$ cat config.mk
export PLATFORM = sky130hd
export DESIGN_NAME = unsigned_divider
export DESIGN_NICKNAME = d
export VERILOG_FILES = /design/src/rtl/arith_pkg.sv /design/src/rtl/div_step.sv /design/src/rtl/unsigned_divider.sv
export SDC_FILE = /design/constraint.sdc
export NUM_CORES = 1
export LEC_CHECK = 0
export BUFFER_PORTS_ARGS = -buffer_cell sky130_fd_sc_hd__buf_2
export CORE_UTILIZATION = 35
export CTS_CLUSTER_DIAMETER = 100
export DETAILED_ROUTE_END_ITERATION = 10
export GPL_ROUTABILITY_DRIVEN = 0
export PLACE_DENSITY = 0.61
export SYNTH_ARGS = -nofsm -noshare
export SYNTH_HDL_FRONTEND = slang
export SYNTH_SLANG_ARGS = --single-unit
$ cat constraint.sdc
create_clock -name clk -period 3.1 [get_ports clk]
set_input_delay 0.155 -clock clk [delete_from_list [all_inputs] [get_ports clk]]
set_output_delay 0.155 -clock clk [all_outputs]
set_load 0.02 [all_outputs]
$ cat src/rtl/arith_pkg.sv
// Shared arithmetic-unit definitions: default divider widths and the divider FSM encoding.
package arith_pkg;
    localparam int DVD_W = 20;
    localparam int DVS_W = 4;
    localparam int QUO_W = DVD_W - DVS_W;
    localparam int CNT_W = $clog2(QUO_W + 1);

    typedef enum logic [1:0] {
        S_IDLE = 2'd0,
        S_DIV  = 2'd1,
        S_DONE = 2'd2
    } div_state_e;
endpackage

$ cat src/rtl/div_step.sv
// One restoring-division iteration: shift {R,Q} left, trial-subtract D, and produce the quotient bit.
module div_step #(
    parameter int DVS_W = 4,
    parameter int QUO_W = 16
) (
    input  logic [DVS_W:0]   r_i,
    input  logic [QUO_W-1:0] q_i,
    input  logic [DVS_W-1:0] d_i,
    output logic [DVS_W:0]   r_o,
    output logic [QUO_W-2:0] q_hi_o,
    output logic             q_bit_o
);
    logic [DVS_W+1:0] r_sh;

    // Full-width shifted remainder so the compare never loses the top bit.
    assign r_sh    = {r_i, q_i[QUO_W-1]};
    assign q_bit_o = (r_sh >= (DVS_W+2)'(d_i));
    assign r_o     = q_bit_o ? (DVS_W+1)'(r_sh - (DVS_W+2)'(d_i)) : r_sh[DVS_W:0];
    assign q_hi_o  = q_i[QUO_W-2:0];
endmodule

$ cat src/rtl/unsigned_divider.sv
// Sequential restoring divider (DVD_W / DVS_W -> QUO_W quotient, DVS_W remainder), one bit per clock.
// Optional DIV_ABORT_EN adds an Abort input that cancels a division in progress.
module unsigned_divider
    import arith_pkg::*;
#(
    parameter int DVD_W = arith_pkg::DVD_W,
    parameter int DVS_W = arith_pkg::DVS_W,
    parameter int QUO_W = DVD_W - DVS_W
) (
    input  logic             clk,
    input  logic             rst_n,
    input  logic             St,
`ifdef DIV_ABORT_EN
    input  logic             Abort,
`endif
    input  logic [DVD_W-1:0] Dividend,
    input  logic [DVS_W-1:0] Divisor,
    output logic [QUO_W-1:0] Quotient,
    output logic [DVS_W-1:0] Remainder,
    output logic             Done,
    output logic             V
);
    localparam int CW = $clog2(QUO_W + 1);

    div_state_e       state_q, state_d;
    logic [DVS_W:0]   r_q, r_d;
    logic [QUO_W-1:0] q_q, q_d;
    logic [DVS_W-1:0] d_q, d_d;
    logic [CW-1:0]    cnt_q, cnt_d;
    logic             ovf_q, ovf_d;
    logic [QUO_W-1:0] quo_q, quo_d;
    logic [DVS_W-1:0] rem_q, rem_d;
    logic             done_q, done_d;
    logic             v_q, v_d;

    logic [DVS_W:0]   step_r;
    logic [QUO_W-2:0] step_q_hi;
    logic             step_bit;
    logic             start_ovf;

    div_step #(.DVS_W(DVS_W), .QUO_W(QUO_W)) u_step (
        .r_i    (r_q),
        .q_i    (q_q),
        .d_i    (d_q),
        .r_o    (step_r),
        .q_hi_o (step_q_hi),
        .q_bit_o(step_bit)
    );

    // Quotient would not fit in QUO_W bits; Divisor==0 falls out of the same compare.
    assign start_ovf = (Dividend[DVD_W-1:QUO_W] >= Divisor);

    always_comb begin
        state_d = state_q;
        r_d     = r_q;
        q_d     = q_q;
        d_d     = d_q;
        cnt_d   = cnt_q;
        ovf_d   = ovf_q;
        quo_d   = quo_q;
        rem_d   = rem_q;
        v_d     = v_q;
        done_d  = 1'b0;
        unique case (state_q)
            S_IDLE: begin
                if (St) begin
                    d_d   = Divisor;
                    cnt_d = '0;
                    ovf_d = start_ovf;
                    if (start_ovf) begin
                        r_d     = '0;
                        q_d     = '0;
                        state_d = S_DONE;
                    end else begin
                        r_d     = {1'b0, Dividend[DVD_W-1:QUO_W]};
                        q_d     = Dividend[QUO_W-1:0];
                        state_d = S_DIV;
                    end
                end
            end
            S_DIV: begin
`ifdef DIV_ABORT_EN
                if (Abort) begin
                    state_d = S_IDLE;
                end else
`endif
                begin
                    r_d   = step_r;
                    q_d   = {step_q_hi, step_bit};
                    cnt_d = cnt_q + 1'b1;
                    if (cnt_q == CW'(QUO_W - 1)) state_d = S_DONE;
                end
            end
            S_DONE: begin
                quo_d   = q_q;
                rem_d   = r_q[DVS_W-1:0];
                v_d     = ovf_q;
                done_d  = 1'b1;
                state_d = S_IDLE;
            end
            default: state_d = S_IDLE;
        endcase
    end

    always_ff @(posedge clk or negedge rst_n) begin
        if (!rst_n) begin
            state_q <= S_IDLE;
            r_q     <= '0;
            q_q     <= '0;
            d_q     <= '0;
            cnt_q   <= '0;
            ovf_q   <= 1'b0;
            quo_q   <= '0;
            rem_q   <= '0;
            done_q  <= 1'b0;
            v_q     <= 1'b0;
        end else begin
            state_q <= state_d;
            r_q     <= r_d;
            q_q     <= q_d;
            d_q     <= d_d;
            cnt_q   <= cnt_d;
            ovf_q   <= ovf_d;
            quo_q   <= quo_d;
            rem_q   <= rem_d;
            done_q  <= done_d;
            v_q     <= v_d;
        end
    end

    assign Quotient  = quo_q;
    assign Remainder = rem_q;
    assign Done      = done_q;
    assign V         = v_q;
endmodule

Word-level counts from Yosys, hierarchy flattened
Cells that the tools add are included.
W data, S select, Z words.
{"block": "totals", "in_bits": 27, "out_inout_bits": 22, "reg_bits": 55}
{"block": "classes", "n_lt_le_gt_ge": 2, "n_eq_ne": 5, "n_reduce_logical": 5, "n_addsub": 2, "n_mux": 14}
{"cell": "$mux W16", "count": 2}
{"cell": "$pmux W16 S2", "count": 1}
{"cell": "$pmux W5 S2", "count": 2}
{"cell": "$mux W5", "count": 3}
{"cell": "$ge A6 B4 Y1", "count": 1}
{"cell": "$mux W2", "count": 3}
{"cell": "$reduce_and A2 Y1", "count": 3}
{"cell": "$add A5 B1 Y5 const B", "count": 1}
{"cell": "$eq A5 B4 Y1 const B", "count": 1}
{"cell": "$sub A5 B4 Y5", "count": 1}
{"cell": "$ge A4 B4 Y1", "count": 1}
{"cell": "$mux W4", "count": 1}
{"cell": "$ne A2 B2 Y1 const B", "count": 2}
{"cell": "$pmux W2 S2", "count": 1}
{"cell": "$eq A2 B1 Y1 const B", "count": 1}
{"cell": "$eq A2 B2 Y1 const B", "count": 1}
{"cell": "$logic_not A2 Y1", "count": 1}
{"cell": "$reduce_bool A2 Y1", "count": 1}
{"cell": "$mux W1", "count": 1}

Longest topological paths before layout
Gate-level depths: netlist (run 1).
{"block": "logic_depth", "ltp_word": 4, "ltp_mapped": 9}

Modules after synthesis
From an unflattened synthesis (run 1), not the netlist that was laid out.
{"block": "hier_totals", "cells_unflattened": 286, "hier_area_um2": 2990.4}
{"module": "unsigned_divider", "area_per_inst_um2": 2643.8, "instances": 1, "seq_area_each_um2": 1376.3, "cells_each": 242}
{"module": "div_step", "area_per_inst_um2": 346.6, "instances": 1, "seq_area_each_um2": 0.0, "cells_each": 44}

Worst setup path after synthesis (run 1)
OpenSTA, ideal clock, no wires.
{"block": "synth_timing", "path_type": "reg-to-reg", "start": "reg q_q[15]", "end": "reg r_q[0]", "setup_time_ns": 0.087, "period_less_slack_ns": 2.247, "path_stages_with_launch": 10, "t_arrival_ns": 2.161, "required_time_ns": 3.013, "slack_ns": 0.853, "path_cell_list": "dfrtp_1 inv_1 ha_1 inv_1 fa_1 a21o_1 a21oi_2 nor4b_4 mux2_4 o211ai_1"}
{"block": "synth_via", "elab_chain_len": 3}
{"element": "start, declared", "line": "unsigned_divider.sv:27", "rtl": "logic [QUO_W-1:0] q_q, q_d;"}
{"element": "start signal, assigned", "line": "unsigned_divider.sv:120", "rtl": "q_q <= q_d;"}
{"element": "$sub A5 B4 Y5 / $ge A6 B4 Y1 (equally long branches)", "line": "div_step.sv:18, div_step.sv:17"}
{"element": "$mux W5 (*)", "line": "div_step.sv:18", "rtl": "assign r_o = q_bit_o ? (DVS_W+1)'(r_sh - (DVS_W+2)'(d_i)) : r_sh[DVS_W:0];"}
{"element": "$pmux W5 S2 (*)", "line": "unsigned_divider.sv:64", "rtl": "unique case (state_q)"}
{"element": "end signal, assigned", "line": "unsigned_divider.sv:119", "rtl": "r_q <= r_d;"}
{"element": "end, declared", "line": "unsigned_divider.sv:26", "rtl": "logic [DVS_W:0] r_q, r_d;"}
Every way passes the cells marked *; elsewhere a longest branch is shown, timed or not.
A chain may end at the register's enable or synchronous reset.

Worst setup path in the final report (run 1)
Ends and elaborated chain as after synthesis.

==> summary.md, run 1 <==
| Metric | Value |
|---|---|
| Worst Setup Start Kind | flop |
| H-tree lvl count | 2 |
| Fin Clk Skew | 0.00902 ns |
| Hold-fix buffer count after cts | 1 |
| DR vias | about 1,800 |
| Critical path fanouts, max | 5 |
| Clk sinks | 55 |
| Slew Viols, Final | 0 |
| Endpoints failing setup | 0 |
| Share of layout cells above drive strength 1 | 31.5% |
| Wire length per cell | 13.8 um |
| Area grow syn2layout | 16.7% |
| P per Cell Area | 1060 nW/um^2 |
| GRT Total Usage | 14.8% |
| Share of the synthesized area in the top cell type | between 50% and 60% |
| F_max | 406 MHz |
| Grt ovf | 0 |
| Critical path required time | roughly 3.3 ns |
| Yosys reg bits | between 50 and 60 |
| Slowest CP cell | nor4b_4 |
| Worst-Margin Slew | 0.858 ns |
| Largest net degree at the start of global routing | 38 |
| Seq/Total Area, Yosys | 53.0% |
| EDFF count, synth | 0 |
| Post-CTS Setup Repair Bufs | 0 |
| Number of buffers added on ports | 48 |
| Count of cell types in the netlist | 37 |
| Top cells by area, synth | dfrtp_1 53%, mux2_2 9.1%, ha_1 4.8% |
| CP Cell Sequence | inv_1 > ha_1 > inv_1 > fa_1 > a21o_1 > a21oi_2 > nor4b_4 > mux2_4 > o211ai_1 |
| Kind of end point of the critical path | flop |
| Routed WL | 5210 um |
| Final ANT Viol Nets | 0 |
| Most frequent CP cell | inv_1 |
| Via-per-instance ratio | a little under 5 |
| N_diodes | 0 |
| Die area | 7770 um^2 |
| DR iter-0 viols | 86 |
| Post-CTS sizing | 0 |
| Mean post-synth cell area | 11.3 um^2 |
| Total CTS buffers | 5 |
| Synth warnings | 0 |
| Worst Reg-to-Reg Cells | 9 |
| Ys flop type | dfrtp_1 |
| Tmin final | 2.46 ns |
| Drt drc | 0 |
| I/O pin total | a little under 50 |
| Most frequent cell after synthesis | dfrtp_1 |
| Starting Density | 36.0% |
| Die X | ~90 um |
| Critical Path AT | around 2.7 ns |
| Synth area leader | dfrtp_1 |
| WS Path Type | reg2reg |
| Dpl hpwl | between 3000 and 4000 um |
| Fin nets | 316 |
| Vias in the first global route | 1,792 |
| Core Footprint | 7210 um^2 |
| Cell count after synthesis | 229 |
| Std cell rows | 31 |
| Tcrit/Tclk final | 79.5% |
| Setup TNS Final | 0 ns |
| Worst ir drop on vdd | 0.440 mV |
| Max Cap Viol | 0 |
| Worst-path clk slew | approximately 0.11 ns |
| TritonCTS clock tree | built |
| Longest Clk Path Bufs | 2 |
| Leak Pwr | 1.41 nW |
| Status | finished, final reports clean |
| Depth of the worst hold-timing path | 3 |
| Root buffer cell | clkbuf_8 |
| Share of flip-flops with an asynchronous set or reset | 100% |
| Chip height | 88.2 um |
| RSZ-0062 raised after global routing | no |
| Clock Latency Late Sink | around 0.31 ns |
| Post-Syn Area | ~2600 um^2 |
| Initial antenna violation count | 0 |
| Slew Limit Headroom | 42.8% |
| Worst Hold Class | in2reg |
| Mapped Nets | 267 |
| Final hold viol count | 0 |
| First-pass GRT wire length | 8740 um |
| Synth top cells by count | 55 x dfrtp_1, 33 x nor2_1, 21 x mux2_2, 14 x a221oi_1, 14 x nand2_1 |
| Drt first pass iters | 4 |
| WHS | 0.0682 ns |
| Worst path max stage delay | 0.44 ns |
-- cell families after synthesis --
kind of cell	synth area share, %
muxes	11.2
xor gates and xnor gates	1.01
buffers and inverters	4.04
AOI/OAI and AO/OA	13.0
adders and majority gates	5.59
DFF	53.0
and+or+nand+nor	12.2
-- where the power goes --
| group | total (W) | internal, W | switching, W |
|---|---|---|---|
| Combinational | 0.00149 | 0.000683 | 0.000810 |
| Sequential | 0.00132 | 0.00106 | 0.000256 |
| Clock | 0.000408 | 0.000163 | 0.000245 |
-- metal layers --
layer,track usage (%),share of wire [%]
met1,20.5,48
met2,23.4,47
met3,2.92,4.2
met4,4.40,1.0
met5,0,0
-- placed cells by master, fill, tap and decap left out, types with 2 or more instances in the layout --
cell | synthesis | routed
a21oi_1 | 6 | 6
a221oi_1 | 14 | 14
a221oi_2 | 2 | 2
buf_2 | 6 | 48
buf_4 | 1 | 4
clkbuf_8 | 0 | 5
dfrtp_1 | 55 | 55
ha_1 | 10 | 10
inv_1 | 12 | 12
mux2_2 | 21 | 21
mux2i_1 | 4 | 4
nand2_1 | 14 | 14
nand2b_1 | 5 | 5
nand3_1 | 5 | 5
nor2_1 | 33 | 33
nor2b_1 | 4 | 4
o211ai_1 | 2 | 2
o21ai_0 | 11 | 11
xor2_1 | 3 | 3
-- flip-flops by register name, indices dropped and copies added, names as in the netlist --
register   flops
Done           1
Quotient      16
Remainder      4
V              1
cnt_q          5
d_q            4
ovf_q          1
q_q           16
r_q            5
state_q        2
-- critical path: cells and delay by family (launching register included) --
kind / cells / cell delay, ns
AO/OA/AOI/OAI: 3 / 0.51
flip-flops: 1 / 0.37
multiplexers: 1 / 0.34
buffers and inverters: 2 / 0.15
adder cells (fa/ha/maj): 2 / 0.57
AND/OR/NAND/NOR: 1 / 0.44
-- path summary, 6_finish.rpt --
check | start | end | slack [ns]
max in group asynchronous | rst_n | V$_DFFE_PN0P_ | 1.84
min in group asynchronous | rst_n | Quotient[5]$_DFFE_PN0P_ | 0.48
hold / removal | Divisor[3] | d_q[3]$_DFFE_PN0P_ | 0.07
hold reg to reg | V$_DFFE_PN0P_ | V$_DFFE_PN0P_ | 0.49
setup / recovery | q_q[15]$_DFFE_PN0P_ | r_q[0]$_DFFE_PN0P_ | 0.64
setup reg to reg | q_q[15]$_DFFE_PN0P_ | r_q[0]$_DFFE_PN0P_ | 0.64
-- through the flow --
step	area, um^2	power [W]	utilization [%]	setup slack [ns]	instances
floorplan	2600	0.00245	-	0.853	229
CTS	3030	0.00326	42.0	0.633	378
detailed placement	2930	0.00284	40.7	0.666	369
global route	3030	0.00349	42.0	0.487	378
finish	3030	0.00322	42.0	0.636	378
global placement	2930	0.00282	40.7	0.700	369
-- final cells by class --
cell class / instances / area [um^2]
clock inverter: 2 / 16.3
tap: 99 / 124
clock buffer: 6 / 72.6
timing repair buffer: 53 / 280
sequential: 55 / 1380
fill: 719 / 4180
inverter: 12 / 45.0
multi-input combinational: 151 / 1120
No activity file was read; power rests on OpenSTA's default activity.
==> run 2, diff against run 1 <==
clock period = 2.3 ns   (was 3.1 ns; I/O delays follow)
==> summary.md, run 2 (synthesis results as in run 1) <==
| Metric | Value |
|---|---|
| Drt drc | 0 |
| Clk sinks | 55 |
| Filler cells | 733 |
| Tcrit/Tclk final | 96.0% |
| Die area | 7770 um^2 |
| Std cell rows | 31 |
| H-tree lvl count | 2 |
| Max Cap Viol | 0 |
| Core Footprint | a little over 7000 um^2 |
| Slowest CP cell | dfrtp_1 |
| I/O pin total | 49 |
| Via-per-instance ratio | 4.96 |
| WS Path Type | reg2reg |
| Total CTS buffers | 5 |
| Most common cell after layout, fill and taps aside | dfrtp_1 |
| Worst Reg-to-Reg Cells | 10 |
| Worst ir drop on vdd | 0.609 mV |
| Slew Limit Headroom | 57.1% |
| P per Cell Area | 1490 nW/um^2 |
| Final hold viol count | 0 |
| Final ANT Viol Nets | 0 |
| Worst Path Buf+Inv | 3 |
| Critical path fanouts, max | 2 |
| Longest Clk Path Bufs | 2 |
| Clock Latency Late Sink | 0.31 ns |
| Worst Setup Start Kind | flop |
| Depth of the worst hold-timing path | 3 |
| RSZ-0062 raised after global routing | yes |
| DR vias | 1,918 |
| Endpoints failing setup | 0 |
| Dpl hpwl | slightly above 4000 um |
| Root buffer cell | clkbuf_8 |
| Worst path max stage delay | between 0.3 and 0.4 ns |
| GRT Total Usage | roughly 16% |
| Grt ovf | 0 |
| Fin Clk Skew | 0.00535 ns |
| Critical Path AT | around 2.4 ns |
| DR iter-0 viols | 127 |
| Slew Viols, Final | 0 |
| Worst-Margin Slew | 0.642 ns |
| Drt first pass iters | 4 |
| Fin nets | about 330 |
| Kind of end point of the critical path | flop |
| Largest net degree at the start of global routing | 24 |
| First-pass GRT wire length | 9090 um |
| Initial antenna violation count | 0 |
| Worst-path clk slew | 0.10 ns |
| F_max | 453 MHz |
| TritonCTS clock tree | built |
| Wire length per cell | 14.1 um |
| Die X | 88.2 um |
| Status | finished, final reports clean |
| Number of buffers added on ports | between 40 and 50 |
| WP depth | 10 |
| Share of layout cells above drive strength 1 | 35.8% |
| Chip height | 88.2 um |
| Leak Pwr | around 1.5 nW |
| Tmin final | 2.21 ns |
| N_diodes | 0 |
| Starting Density | 36.0% |
| Critical path required time | 2.53 ns |
| Fin util | 43.6% |
| Most frequent CP cell | inv_2 |
| Commonest non-fill, non-tap cells in the layout | 55 x dfrtp_1, 48 x buf_2, 33 x nor2_1 |
| Routed WL | 5440 um |
| Critical path's top delay family | compound AO/OA/AOI/OAI gates |
| Worst Hold Class | in2reg |
| Vias in the first global route | 1,814 |
| Area grow syn2layout | 20.9% |
| Total power | between 0.004 and 0.005 W |
| CP Cell Sequence | inv_2 > ha_4 > inv_2 > fa_2 > a21o_1 > a21oi_2 > nor4b_4 > buf_4 > mux2_4 > o211ai_1 |
==> run 2: cell types whose count changed in the layout (fill, tap and decap cells not counted), sizes merged <==
cell	previous run	this run
buf	52	62
clkbuf	6	5
bufinv	0	1
inv	13	12
==> run 2: worst paths after layout <==
path	startpoint	end	slack (ns)
max in group asynchronous	rst_n	q_q[13]$_DFFE_PN0P_	1.43
min reg2reg	Quotient[15]$_DFFE_PN0P_	Quotient[15]$_DFFE_PN0P_	0.48
min in group asynchronous	rst_n	Quotient[6]$_DFFE_PN0P_	0.24
min	Divisor[2]	d_q[2]$_DFFE_PN0P_	0.02
max reg2reg	q_q[15]$_DFFE_PN0P_	r_q[0]$_DFFE_PN0P_	0.09
max	q_q[15]$_DFFE_PN0P_	r_q[0]$_DFFE_PN0P_	0.09
==> run 2: where the power goes <==
part           internal (W)  switching, W
Combinational       0.00109       0.00121
Sequential          0.00144      0.000311
Clock              0.000319      0.000314
==> run 2: repair_timing <==
item,4_1_cts,5_1_grt
hold buffers,1,0
pin swaps,0,4
cloned,0,0
buffers inserted,1,2
endpoints found under the hold margin,14,0
endpoints found under the setup margin,1,4
gates resized for setup,2,4
==> run 2: cell type report <==
cell class | instances | area (um^2) | share of cell area, %
Clock buffer | 5 | 68.8 | 2.19
Clock inverter | 2 | 37.5 | 1.19
Inverter | 12 | 45.0 | 1.43
Multi-Input combinational cell | 151 | 1140 | 36.1
Sequential cell | 55 | 1380 | 43.8
Tap cell | 99 | 124 | 3.94
Timing Repair Buffer | 63 | 355 | 11.3
==> run 2: stage by stage <==
stage	setup TNS, ns	hold WS, ns	instances	cell area, um^2	setup WS (ns)
finish	0	0.0159	387	3140	0.0916
floorplan	0	-0.181	229	2600	0.0529
detailed placement	-0.00290	0.0616	376	2990	-0.00290
CTS	0	0.0169	385	3120	0.0516
global placement	0	0.0593	376	2990	0.0642
global route	-0.0265	0.0335	387	3140	-0.0265
==> run 2: worst register-to-register path, stage by stage, from the launching register on <==
cell      delay [ns]
dfrtp_1         0.39
inv_2           0.07
ha_4            0.12
inv_2           0.03
fa_2            0.36
a21o_1          0.19
a21oi_2         0.13
nor4b_4         0.22
buf_4           0.16
mux2_4          0.29
o211ai_1        0.17
==> run 2: per-layer routing <==
metal	track usage, %	part of all wire, %	vias to the layer above
met2	23.4	47	50
met4	5.28	1.3	0
met5	0	0	-
li1	-	-	919
met3	2.54	4.0	6
met1	22.7	48	943
==> run 3, diff against run 2 <==
ABC_AREA = 1   (was default)
PLACE_DENSITY = 0.6   (was 0.61)
==> summary.md, run 3 <==
| Metric | Value |
|---|---|
| Status | finished, final reports clean |
| Seq/Total Area, Yosys | 46.4% |
| Vias in the first global route | about 2,300 |
| Root buffer cell | clkbuf_8 |
| Post-CTS Setup Repair Bufs | 0 |
| Std cell rows | 33 |
| Mapped Nets | 366 |
| Synth warnings | 0 |
| Worst Hold Class | in2reg |
| Most frequent cell after synthesis | nand2_1 |
| Drt first pass iters | 6 |
| Tcrit/Tclk final | 78.1% |
| Final Worst Setup Slack | 0.504 ns |
| WS Path Type | reg2reg |
| Count of cell types in the netlist | 38 |
| Initial antenna violation count | 0 |
| WHS | 0.0495 ns |
| Total CTS buffers | 5 |
| Core Footprint | 8220 um^2 |
| Share of layout cells above drive strength 1 | 30.2% |
| Mean post-synth cell area | a little over 9 um^2 |
| Area grow syn2layout | 13.1% |
| DR iter-0 viols | 135 |
| Fin Clk Skew | 0.0135 ns |
| RSZ-0062 raised after global routing | no |
| Clk sinks | 55 |
| P per Cell Area | 1510 nW/um^2 |
| Tmin final | 1.80 ns |
| Number of buffers added on ports | 48 |
| Post-Syn Area | 2970 um^2 |
| Clock Latency Late Sink | 0.31 ns |
| First-pass GRT wire length | roughly 11,000 um |
| Worst Reg-to-Reg Cells | 11 |
| I/O pin total | a little under 50 |
| Die area | 8860 um^2 |
| Share of flip-flops with an asynchronous set or reset | 100% |
| Cell count after synthesis | 328 |
| Worst ir drop on vdd | 0.464 mV |
| Die X | 94.1 um |
| Worst-path clk slew | 0.11 ns |
| Via-per-instance ratio | 4.84 |
| Slew Viols, Final | 0 |
| Final hold viol count | 0 |
| Commonest non-fill, non-tap cells in the layout | 83 x nand2_1, 55 x dfrtp_1, 48 x buf_2 |
| H-tree lvl count | 2 |
| Most common cell after layout, fill and taps aside | nand2_1 |
| Share of the synthesized area in the top cell type | 46.4% |
| Max Cap Viol | 0 |
| Reg-to-reg critical path startpoint | q_q[15]$_DFFE_PN0P_ |
| Setup slack, reg-to-reg | 0.50 ns |
| Synth top cells by count | 83 x nand2_1, 55 x dfrtp_1, 27 x nor2_1, 25 x a21oi_2, 24 x inv_1 |
| Chip height | between 90 and 100 um |
| Yosys reg bits | 55 |
| Leak Pwr | 1.65 nW |
| GRT Total Usage | approximately 16% |
| Kind of end point of the critical path | flop |
| Synth area leader | dfrtp_1 |
| N_diodes | 0 |
| Starting Density | 36.1% |
| Drt drc | 0 |
| Total power | 0.00506 W |
| EDFF count, synth | 0 |
| Final ANT Viol Nets | 0 |
| Routed WL | 6390 um |
| Grt ovf | 0 |
| Slew Limit Headroom | a little over half |
| Top cells by area, synth | dfrtp_1 46%, nand2_1 10%, a21oi_2 7.4% |
| Endpoints failing setup | 0 |
| Critical Path AT | around 2 ns |
| F_max | between 500 and 600 MHz |
| Ys flop type | dfrtp_1 |
| Wire length per cell | roughly 13 um |
| Critical path fanouts, max | 4 |
| Worst Setup Start Kind | flop |
| Worst Hold Path EP | q_q[0]$_DFFE_PN0P_ |
| Longest Clk Path Bufs | 2 |
| Depth of the worst hold-timing path | 3 |
| Largest net degree at the start of global routing | 56 |
| Worst-Margin Slew | 0.708 ns |
| Setup TNS Final | 0 ns |
| Min-delay src | Dividend[0] |
| Fin nets | 411 |
| Dpl hpwl | 4420 um |
| FF-to-FF End | r_q[3]$_DFFE_PN0P_ |
| Post-CTS sizing | 0 |
| DR vias | 2,317 |
| DP Worst Slack | around 0.53 ns |
| Critical path required time | between 2 and 3 ns |
| TritonCTS clock tree | built |
## run 3: changes by cell type after synthesis, sizes merged, moves of 6 or more
| cell | previous run | this run |
|---|---|---|
| inv | 12 | 30 |
| mux2 | 22 | 1 |
| nand4 | 0 | 19 |
| a221oi | 16 | 0 |
| a21oi | 8 | 35 |
| nand3 | 5 | 11 |
| nand2 | 15 | 92 |
## run 3: cell families (layout without fill, tap and decap cells)
family | count (synthesis) | in the layout | share of synthesized area, %
simple gates | 158 | 158 | 26.4
compound gates | 56 | 56 | 13.7
flops | 55 | 55 | 46.4
buf+inv | 45 | 91 | 7.75
fa+ha+maj | 11 | 11 | 4.89
xor+xnor | 2 | 2 | 0.590
mux | 1 | 1 | 0.379
## run 3: worst max-delay path by stage
stage | start | end
after floorplan | q_q[15]$_DFFE_PN0P_ | r_q[3]$_DFFE_PN0P_
after global placement | q_q[15]$_DFFE_PN0P_ | r_q[3]$_DFFE_PN0P_
after detailed placement | q_q[15]$_DFFE_PN0P_ | r_q[3]$_DFFE_PN0P_
after CTS | q_q[15]$_DFFE_PN0P_ | r_q[3]$_DFFE_PN0P_
after global routing | q_q[15]$_DFFE_PN0P_ | r_q[3]$_DFFE_PN0P_
final | q_q[15]$_DFFE_PN0P_ | r_q[3]$_DFFE_PN0P_
## run 3: metal layers
layer	vias to the layer above	wire [um]	global-route usage, %
met4	0	59	4.10
met5	-	0	0
met3	7	200	2.35
li1	1162	-	-
met1	1104	3250	21.5
met2	44	2870	25.2
## run 3: layout make-up
| cell class | count | area, um^2 |
|---|---|---|
| inverter | 31 | 123 |
| fill | 847 | 4860 |
| multi-input combinational | 228 | 1360 |
| clock inverter | 3 | 25.0 |
| clock buffer | 5 | 68.8 |
| tap | 105 | 131 |
| sequential | 55 | 1380 |
| timing repair buffer | 52 | 273 |
## run 3: report_power, final
part	switching (W)	leakage (nW)	internal [W]
sequential	0.000367	0.671	0.00144
combinational	0.00172	0.936	0.000973
clock	0.000348	0.0452	0.000223
total	0.00243	1.65	0.00263
## run 3: critical path: stages, from the launching register on
cell and delay, ns:
dfrtp_1 0.37, inv_1 0.13, ha_1 0.16, inv_1 0.06, fa_1 0.44, inv_1 0.08
nor2_1 0.06, nor3_2 0.17, nand3_1 0.10, nand3_1 0.10, nand2_1 0.05, nand2_1 0.05
## run 3: per-stage QoR
stage	util, %	area, um^2	instances
2_1_floorplan	-	2970	328
3_3_place_gp	39.6	3260	470
3_5_place_dp	39.6	3260	470
4_1_cts	40.9	3360	479
5_1_grt	40.9	3360	479
6_report	40.9	3360	479
## run 3: what timing repair did
item                                    CTS  global route
hold buffers                              1             0
endpoints found under the setup margin    0             0
endpoints found under the hold margin    55             0
